$ cat src/rtl/clk_div_monitor.sv
// Divided-clock checker: measures period and high phase of clk_in in clk cycles and reports lock/err.
// Define CLK_DIV_MON_SYNC_EN to pass clk_in through a two-flop synchronizer (adds 2 cycles of latency).
module clk_div_monitor #(
    parameter int CNT_W    = 8,
    parameter int EXP_DIV  = 6,
    parameter int EXP_HIGH = 3,
    parameter int LOCK_CNT = 4
) (
    input  logic             clk,
    input  logic             reset,
    input  logic             clk_in,
    output logic [CNT_W-1:0] period,
    output logic [CNT_W-1:0] high_len,
    output logic             valid,
    output logic             locked,
    output logic             err
);

    localparam int MC_W = $clog2(LOCK_CNT + 1);
    localparam logic [CNT_W-1:0] CNT_MAX    = {CNT_W{1'b1}};
    localparam logic [CNT_W-1:0] EXP_DIV_C  = CNT_W'(EXP_DIV);
    localparam logic [CNT_W-1:0] EXP_HIGH_C = CNT_W'(EXP_HIGH);
    localparam logic [MC_W-1:0]  LOCK_C     = MC_W'(LOCK_CNT);

    typedef enum logic [0:0] {
        IDLE    = 1'b0,
        MEASURE = 1'b1
    } state_t;

    state_t           state_r;
    logic             s_s;
    logic             s_q_r;
    logic             rise_s;
    logic             match_s;
    logic             timeout_s;
    logic [CNT_W-1:0] cnt_r;
    logic [CNT_W-1:0] hcnt_r;
    logic [MC_W-1:0]  match_cnt_r;
    logic [CNT_W-1:0] period_r;
    logic [CNT_W-1:0] high_len_r;
    logic             valid_r;
    logic             locked_r;
    logic             err_r;

`ifdef CLK_DIV_MON_SYNC_EN
    logic sync1_r;
    logic sync2_r;

    // Two-flop synchronizer for a clk_in coming from an unrelated domain
    always_ff @(posedge clk or posedge reset) begin
        if (reset) begin
            sync1_r <= 1'b0;
            sync2_r <= 1'b0;
        end else begin
            sync1_r <= clk_in;
            sync2_r <= sync1_r;
        end
    end

    assign s_s = sync2_r;
`else
    assign s_s = clk_in;
`endif

    assign rise_s    = s_s & ~s_q_r;
    assign match_s   = (cnt_r == EXP_DIV_C) && (hcnt_r == EXP_HIGH_C);
    assign timeout_s = (cnt_r == CNT_MAX);

    // Edge history and saturating period / high-phase counters restarted on every rise
    always_ff @(posedge clk or posedge reset) begin
        if (reset) begin
            s_q_r  <= 1'b0;
            cnt_r  <= {CNT_W{1'b0}};
            hcnt_r <= {CNT_W{1'b0}};
        end else begin
            s_q_r <= s_s;
            if (rise_s) begin
                cnt_r  <= CNT_W'(1);
                hcnt_r <= CNT_W'(1);
            end else begin
                if (cnt_r != CNT_MAX) begin
                    cnt_r <= cnt_r + CNT_W'(1);
                end
                if (s_s && (hcnt_r != CNT_MAX)) begin
                    hcnt_r <= hcnt_r + CNT_W'(1);
                end
            end
        end
    end

    // Measurement FSM: publishes results, tracks consecutive matches, flags mismatches and timeouts
    always_ff @(posedge clk or posedge reset) begin
        if (reset) begin
            state_r     <= IDLE;
            match_cnt_r <= {MC_W{1'b0}};
            period_r    <= {CNT_W{1'b0}};
            high_len_r  <= {CNT_W{1'b0}};
            valid_r     <= 1'b0;
            locked_r    <= 1'b0;
            err_r       <= 1'b0;
        end else begin
            valid_r <= 1'b0;
            err_r   <= 1'b0;
            case (state_r)
                IDLE: begin
                    // The partial period before the first rise is never reported
                    if (rise_s) begin
                        state_r <= MEASURE;
                    end
                end
                MEASURE: begin
                    if (rise_s) begin
                        period_r   <= cnt_r;
                        high_len_r <= hcnt_r;
                        valid_r    <= 1'b1;
                        if (match_s) begin
                            if (match_cnt_r != LOCK_C) begin
                                match_cnt_r <= match_cnt_r + MC_W'(1);
                            end
                            if (match_cnt_r >= (LOCK_C - MC_W'(1))) begin
                                locked_r <= 1'b1;
                            end
                        end else begin
                            match_cnt_r <= {MC_W{1'b0}};
                            locked_r    <= 1'b0;
                            err_r       <= 1'b1;
                        end
                    end else if (timeout_s) begin
                        // clk_in stuck: report once and wait for a fresh first edge
                        err_r       <= 1'b1;
                        locked_r    <= 1'b0;
                        match_cnt_r <= {MC_W{1'b0}};
                        state_r     <= IDLE;
                    end
                end
                default: begin
                    state_r     <= IDLE;
                    match_cnt_r <= {MC_W{1'b0}};
                    locked_r    <= 1'b0;
                end
            endcase
        end
    end

    assign period   = period_r;
    assign high_len = high_len_r;
    assign valid    = valid_r;
    assign locked   = locked_r;
    assign err      = err_r;

endmodule

$ cat config.mk
export PLATFORM = sky130hd
export DESIGN_NAME = clk_div_monitor
export DESIGN_NICKNAME = d
export VERILOG_FILES = /design/src/rtl/clk_div_monitor.sv
export SDC_FILE = /design/constraint.sdc
export NUM_CORES = 1
export LEC_CHECK = 0
export CORE_MARGIN = 2
export CORE_UTILIZATION = 59
export DETAILED_ROUTE_END_ITERATION = 16
export GPL_TIMING_DRIVEN = 0
export PLACE_DENSITY = 0.95
export RECOVER_POWER = 50
export SETUP_SLACK_MARGIN = 0.4
export SYNTH_ARGS = -nofsm -noshare
export SYNTH_HDL_FRONTEND = slang
export SYNTH_SLANG_ARGS = --single-unit
export TNS_END_PERCENT = 100
$ cat constraint.sdc
create_clock -name clk -period 2.6 [get_ports clk]
set_input_delay 0.26 -clock clk [delete_from_list [all_inputs] [get_ports clk]]
set_output_delay 0.26 -clock clk [all_outputs]
set_load 0.02 [all_outputs]
======== After elaboration in Yosys (flattened, before gate mapping) ========
Cells that the tools add are included.
word-level totals
  flip-flop bits (word level) ............. 40
  bits in latches ......................... 0
  bits in writable memories ............... 0
  ROM bits ................................ 0
  input port bits ......................... 3
  word-level logic and storage cells ...... 54
  memories kept ........................... 0
cells by class
  add/sub/neg operators ................... 3
  multipliers ............................. 0
  divide/modulo/power cells ............... 0
  magnitude comparators ................... 1
  equality and inequality tests ........... 8
  shift-type cells ........................ 0
  muxes and demuxes ....................... 21
  bitwise operators ....................... 3
  reduce and logical (&&, ||, !) cells .... 8
operators by type and width
  operator             number
  $mux 8               4
  $add 8x1->8 const B  2
  $ne 8x8->1 const B   2
  $mux 1               12
  $mux 3               4
  $eq 8x2->1 const B   1
  $eq 8x3->1 const B   1
  $eq 8x8->1 const B   1
  $ne 3x2->1 const B   2
  $reduce_and 3->1     2
  $reduce_bool 2->1    3
  $add 3x1->3 const B  1
  $ge 3x2->1 const B   1
  $ne 3x3->1 const B   1
  $logic_and 1x1->1    2
  $not 1->1            2
  $pmux 1 s2           1
  $reduce_and 2->1     1
  $and 1x1->1          1

======== Longest topological paths before layout ========
Gate-level depths: netlist of the first run.
  depth after elaboration ................. 5
  mapped depth ............................ 6
  gate-level depth less buffers ........... 6

======== Least setup slack after synthesis of the first run ========
No wires, ideal clock.
  path type ............................... flip-flop to flip-flop
  start point ............................. reg cnt_r[0]
  end point ............................... reg cnt_r[5]
  library setup time ...................... 0.132 ns
  arrival ................................. 1.279 ns
  setup slack ............................. 1.189 ns
  cell stages (with the launch flop) ...... 6
  path buffers ............................ 0
  clock period less this slack ............ 1.411 ns
  path through ............................ dfrtp_1 ha_1 and4_2 a211oi_2 xnor2_1 nor2_1
between the ends
  longest elaborated chain between the ends .. 3
RTL lines
  element                 line  text
  from (decl)             36    logic [CNT_W-1:0] cnt_r;
  from (signal assigned)  73    cnt_r <= {CNT_W{1'b0}};
  from (signal assigned)  82    cnt_r <= cnt_r + CNT_W'(1);
  $add 8x1->8             82
  $mux 8                  81    if (cnt_r != CNT_MAX) begin
  $mux 8                  77    if (rise_s) begin
Several ways; a longest one is shown, not always the timed one. The select of a mux whose other input is x is not followed.
A chain may end at the register's enable or synchronous reset.

======== Worst setup path after layout of the first run ========
  start point ............................. reg hcnt_r[0]
  end point ............................... reg match_cnt_r[1]
between the ends
  longest elaborated chain between the ends .. 4
RTL lines
  element                                                             line  text
  from (decl)                                                         37    logic [CNT_W-1:0] hcnt_r;
  from (signal assigned)                                              74    hcnt_r <= {CNT_W{1'b0}};
  from (signal assigned)                                              85    hcnt_r <= hcnt_r + CNT_W'(1);
  $eq 8x2->1 (*)                                                      66    assign match_s = (cnt_r == EXP_DIV_C) && (hcnt_r == EXP_HIGH_C);
  $logic_and 1x1->1 (*)                                               66
  $ne 3x2->1 (no source line) / $mux 3 (equally long branches)        --
  $reduce_and 3->1 (no source line) / $mux 3 (equally long branches)  --
  to (signal assigned)                                                95    match_cnt_r <= {MC_W{1'b0}};
  to (signal assigned)                                                118   match_cnt_r <= match_cnt_r + MC_W'(1);
  to (signal assigned)                                                124   match_cnt_r <= {MC_W{1'b0}};
  to (decl)                                                           38    logic [MC_W-1:0] match_cnt_r;
Mark *: on every way between the ends. The rest lies on a longest branch, timed or not.

==> results.json, run 1 <==
{
  "status": "complete, no violations",
  "clk_pin_slew_worst_paths_ns": 0.11,
  "required_ns": 2.88,
  "async_flop_share_pct": 100,
  "die_area_sq_mm": 0.00369,
  "startpoint_type": "flop",
  "hold_viol_final": 0,
  "clock_latency_ns": 0.35,
  "synth_top_flop_cell": "dfrtp_1",
  "slew_headroom_pct": 3.65,
  "crit_path_end_kind": "flop",
  "finalCritPeriodShare_pct": 64.4,
  "ys_warn_count": 0,
  "r2r_end": "match_cnt_r[1]",
  "setup_viol": 0,
  "syn_nets": 176,
  "io_buffers": 21,
  "postSynthCellCount": 167,
  "fin_util_pct": 72.4,
  "fillers": 225,
  "min_from": "period[0]",
  "cts_hold_buffers": 0,
  "antenna_left": 0,
  "clockBufferDepth": 2,
  "register_area_sq_mm": 0.00100,
  "yosysTopAreaCellShare_pct": 52.7,
  "stdcell_count": 239,
  "synth_compound_area_share_pct": 11.7,
  "final_area_sq_mm": 0.00221,
  "gp_congestion": 0.870,
  "min_delay_path_depth": 2,
  "drt-initial-drc-count": 70,
  "rsz0062_at_grt": "false",
  "synth-adder-area-share_pct": 3.95,
  "drive_above_1_share_pct": 16.4,
  "dp_cells": 232,
  "drc": 0,
  "area_growth_pct": 16.3,
  "clock-sinks": 40,
  "synthTopCellsByArea": "dfrtp_1 53%, mux2_2 7.1%, ha_1 4.0%, nand2_1 2.8%, nand4_1 2.3%",
  "reg2reg_depth": 5,
  "cts_buffers": 5,
  "num_rows": 20,
  "synth_top_area_cell": "dfrtp_1",
  "max_freq_mhz": 597,
  "io_pins": 22,
  "overflow": 0,
  "grt_usage_pct": 24.4,
  "maxCapViolCount": 0,
  "grt_max_degree": 41,
  "antenna_found_initial": 0,
  "synth_xor_area_share_pct": 1.84,
  "die-height_um": 60.7,
  "ys_top_cells_by_count": "40 x dfrtp_1, 14 x nand2_1, 12 x mux2_2, 10 x inv_1",
  "multi_input_area_sq_um": 815,
  "viasPerCell": 6.03,
  "ys_ff_latch": 40,
  "start_util_pct": 62.2,
  "r2r-start": "hcnt_r[0]",
  "dp_hpwl_mm": 2.82,
  "postPlaceCellArea_sq_mm": 0.00216,
  "synthSimpleGateAreaFrac_pct": 17.7,
  "finalWirelength_mm": 3.84,
  "via_count": 1441,
  "hold_class": "flop to flop",
  "fin_skew_ns": 0.00565,
  "core_area_sq_mm": 0.00305,
  "cts_tree": "yes",
  "synth_mux_area_share_pct": 7.64,
  "avgSynthCellArea_sq_um": 11.4,
  "post-synth-top-count-cell": "dfrtp_1",
  "synth_top_family_by_area": "simple AND/OR/NAND/NOR gates",
  "powerDensity_mw_per_mm2": 631,
  "drt_first_pass_iters": 5,
  "grt_pass1_vias": 1471,
  "worstMarginPinSlew_ns": 1.44,
  "crit_type": "flop to flop",
  "slew_viol_final": 0,
  "ys_seq_area_share_pct": 52.7,
  "hold_end": "period[0]",
  "netlist_area_sq_mm": 0.00190,
  "arrival_ns": 1.95,
  "wire_per_inst_um": 16.1,
  "period_minus_slack_ns": 1.67,
  "die_x_um": 60.7,
  "num-nets-final": 204,
  "yosys.cell_types.count": 43,
  "crit_fanout": 7,
  "ir_drop_uv": 450,
  "cts-root-buf": "clkbuf_4",
  "setup_slack_ns": 0.925,
  "timing.reg2reg.setup_slack_ns": 0.93,
  "grt_pass1_wl_mm": 6.53,
  "n_antenna_cell": 0,
  "synth_edf_count": 0,
  "p_leak_nw": 0.968,
  "dp_slack_ns": 0.782,
  "cts_setup_buffers": 0,
  "htreeDepth": 2,
  "cts_resized": 0,
  "tns_ns": 0
}
-- registers in the layout, summed over array words and instances (netlist names) --
signal / cells
err: 1
high_len: 8
hcnt_r: 8
s_q_r: 1
match_cnt_r: 3
state_r: 1
cnt_r: 8
locked: 1
valid: 1
period: 8
-- area by class of cell --
| class | instances | area share (%) |
|---|---|---|
| Tap cell | 44 | 2.49 |
| Sequential cell | 40 | 45.3 |
| Multi-Input combinational cell | 110 | 36.9 |
| Clock buffer | 6 | 1.87 |
| Clock inverter | 1 | 0.227 |
| Buffer | 7 | 2.04 |
| Inverter | 10 | 1.70 |
| Timing Repair Buffer | 21 | 9.51 |
-- how the worst max path moves through the flow --
stage	from	end	slack [ns]	cells past startpoint
global route	reset	locked	0.69	2
global placement	reset	period[6]	0.69	2
CTS	hcnt_r[0]	match_cnt_r[1]	0.93	5
finish	hcnt_r[0]	match_cnt_r[1]	0.93	5
floorplan	cnt_r[0]	cnt_r[5]	1.19	5
detailed placement	clk_in	cnt_r[6]	0.78	5
-- per-layer routing --
layer | wire length, um | track usage (%)
met5 | 0 | 0
met4 | 64 | 10.2
met3 | 272 | 7.46
met2 | 1990 | 41.6
met1 | 1510 | 28.6
-- kinds of logic after synthesis --
| logic type | after synthesis |
|---|---|
| adder cells (fa/ha/maj) | 6 |
| buffers and inverters | 17 |
| AND/OR/NAND/NOR | 55 |
| AO/OA/AOI/OAI | 32 |
| multiplexers | 13 |
| flip-flops | 40 |
| XOR/XNOR | 4 |
-- metrics by stage --
| step | power [mW] | hold slack, ns |
|---|---|---|
| floorplan | 0.976 | 0.291 |
| CTS | 1.40 | 0.398 |
| detailed placement | 1.12 | 0.481 |
| global route | 1.47 | 0.536 |
| finish | 1.39 | 0.500 |
| global placement | 1.09 | 0.465 |
-- cell usage in the layout, fill, tap and decap left out, drive strengths merged, types with 2 or more instances in the layout --
| cell type | instances |
|---|---|
| dfrtp | 40 |
| clkdlybuf4s50 | 19 |
| nand2 | 15 |
| mux2 | 12 |
| inv | 10 |
| o21ai | 10 |
| nor2 | 8 |
| clkbuf | 8 |
| nand4 | 7 |
| ha | 6 |
| a21oi | 5 |
| nor3 | 5 |
| buf | 5 |
| a31oi | 4 |
| nand3 | 4 |
| a211oi | 4 |
| and4 | 4 |
| xnor2 | 3 |
| nand2b | 2 |
| o2bb2ai | 2 |
| dlygate4sd3 | 2 |
| and3 | 2 |
| nor4b | 2 |
| o21bai | 2 |
-- power by group --
group | internal (mW) | switching, mW
combinational | 0.168 | 0.163
clock | 0.0996 | 0.189
sequential | 0.696 | 0.0789
-- critical path, stage by stage, from the launching register on --
cell,delay (ns)
dfrtp_1,0.43
ha_1,0.30
and4bb_2,0.26
nand4_1,0.19
o21bai_4,0.25
o2bb2ai_1,0.16
Note: power is estimated with default switching activity, not from simulation.
==> inputs of run 2 (changes only) <==
Settings changed: CORE_UTILIZATION 59 to 49, PLACE_DENSITY 0.95 to 0.86.
Clock period 2.6 ns to 1.5 ns, I/O delays scaled along.
==> results.json, run 2 (synthesized netlist as in run 1, its figures left out) <==
{
  "p_switching_mw": 0.986,
  "drc": 0,
  "power_frac_clock_pct": 26.8,
  "fin_skew_ns": 0.0111,
  "min_delay_path_depth": 1,
  "period_minus_slack_ns": 1.67,
  "stdcell_count": 276,
  "htreeDepth": 2,
  "via_count": 1714,
  "clockBufferDepth": 2,
  "crit_path_end_kind": "flop",
  "slew_headroom_pct": 45.9,
  "multi_input_area_sq_mm": 0.00107,
  "crit_fanout": 5,
  "n_antenna_cell": 0,
  "p_leak_nw": 1.26,
  "grt_pass1_vias": 1602,
  "num-nets-final": 236,
  "num_rows": 22,
  "status": "finished with violations",
  "fin_util_pct": 75.4,
  "tns_ns": -0.499,
  "antenna_left": 0,
  "crit_path_top_delay_cell": "dfrtp_2",
  "r2r-start": "cnt_r[1]",
  "r2r_end": "match_cnt_r[2]",
  "io_pins": 22,
  "pwr-share-comb_pct": 26.5,
  "cts_buffers": 5,
  "hold_end": "s_q_r",
  "clk_pin_slew_worst_paths_ns": 0.09,
  "gp_congestion": 0.863,
  "overflow": 0,
  "setup_viol": 5,
  "startpoint": "cnt_r[1]",
  "start_util_pct": 51.5,
  "ir_drop_uv": 924,
  "fillers": 233,
  "grt_usage_pct": 25.1,
  "setup_slack_ns": -0.171,
  "p_seq_share_pct": 46.7,
  "arrival_ns": 1.86,
  "die_x_um": 66.3,
  "grt_max_degree": 41,
  "io_buffers": 21,
  "cts_tree": "yes",
  "crit_type": "flop to flop",
  "min_from": "clk_in",
  "required_ns": 1.69,
  "drive_above_1_share_pct": 54.8,
  "path_cells": "ha_2 -> nand4_1 -> o21ai_2 -> o22ai_1 -> o21bai_1",
  "finalCritPeriodShare_pct": 111,
  "hold_viol_final": 0,
  "startpoint_type": "flop",
  "register_area_sq_mm": 0.00101,
  "powerDensity_mw_per_mm2": 1070,
  "p_int_mw": 1.98,
  "wire_per_inst_um": 21.3,
  "worstMarginPinSlew_ns": 0.811,
  "slew_viol_final": 0,
  "antenna_found_initial": 0,
  "clock_latency_ns": 0.31,
  "grt_pass1_wl_mm": 8.07,
  "clock-sinks": 40,
  "reg2reg_depth": 5,
  "timing.reg2reg.setup_slack_ns": -0.17,
  "cpPeakStageDelay_ns": 0.44,
  "dp_hpwl_mm": 2.63,
  "final_cell_mix": "32 x dfrtp_1, 19 x buf_4, 15 x buf_6",
  "area_growth_pct": 46.4,
  "dp_cells": 236,
  "core_area_sq_mm": 0.00369,
  "final_common_cell": "dfrtp_1",
  "rsz0062_at_grt": "true",
  "die_area_sq_mm": 0.00439,
  "hold_ws_ns": 0.178,
  "max_freq_mhz": 598,
  "drt-initial-drc-count": 178,
  "drt_first_pass_iters": 4,
  "die-height_um": 66.3,
  "viasPerCell": 6.21,
  "finalWirelength_mm": 5.89,
  "maxCapViolCount": 0,
  "hold_class": "input port to flop",
  "violations": "setup timing",
  "swShare_pct": 33.2,
  "cts-root-buf": "clkbuf_8"
}
run 2: worst max-delay path by stage:
stage                                end  slack (ns)  cells after the start
final                     match_cnt_r[2]       -0.17                      5
after global routing      match_cnt_r[2]       -0.23                      5
after CTS                 match_cnt_r[0]      -0.006                      6
after detailed placement       hcnt_r[5]       -0.22                      6
after global placement         hcnt_r[2]       -0.52                      2
after floorplan           match_cnt_r[0]        0.19                      6
run 2: power by group through the flow:
stage / Clock, mW / Sequential [mW] / Combinational [mW]
final: 0.797 / 1.39 / 0.787
after floorplan: 0 / 1.43 / 0.285
after detailed placement: 0 / 1.37 / 0.578
after global routing: 0.840 / 1.40 / 0.831
after global placement: 0 / 1.36 / 0.563
after CTS: 0.785 / 1.35 / 0.681
run 2: cell type report:
type / count / share of cell area [%]
flip-flops and latches: 40 / 36.3
clock buffers: 6 / 2.97
plain buffers: 7 / 2.97
inverters: 10 / 1.35
well taps: 48 / 2.16
repair buffers: 53 / 15.2
multi-input cells: 110 / 38.5
clock inverters: 2 / 0.540
run 2: critical path: cells and delay by family, from the launching register on:
| kind | cells | cell delay [ns] |
|---|---|---|
| adder cells (fa/ha/maj) | 1 | 0.25 |
| AO/OA/AOI/OAI | 3 | 0.63 |
| flip-flops | 1 | 0.44 |
| AND/OR/NAND/NOR | 1 | 0.23 |
run 2: routing by layer:
layer,GRT usage [%],share of wire (%)
met3,6.13,5.8
met1,32.9,38
met4,9.18,5.9
met2,40.3,51
met5,0,0
run 2: per-stage QoR:
stage	area (sq um)	setup WS, ns	power, mW
2_1_floorplan	1950	0.189	1.72
3_3_place_gp	2220	-0.518	1.93
3_5_place_dp	2220	-0.224	1.95
4_1_cts	2640	-0.00629	2.81
5_1_grt	2780	-0.228	3.07
6_report	2780	-0.171	2.97
run 2: what timing repair did:
item / CTS / global route
hold buffers: 0 / 0
setup buffers: 19 / 11
pin swaps: 14 / 19
endpoints found under the setup margin: 57 / 56
hold endpoints to repair: 0 / 0
cloned: 2 / 0
gates resized for setup: 103 / 57
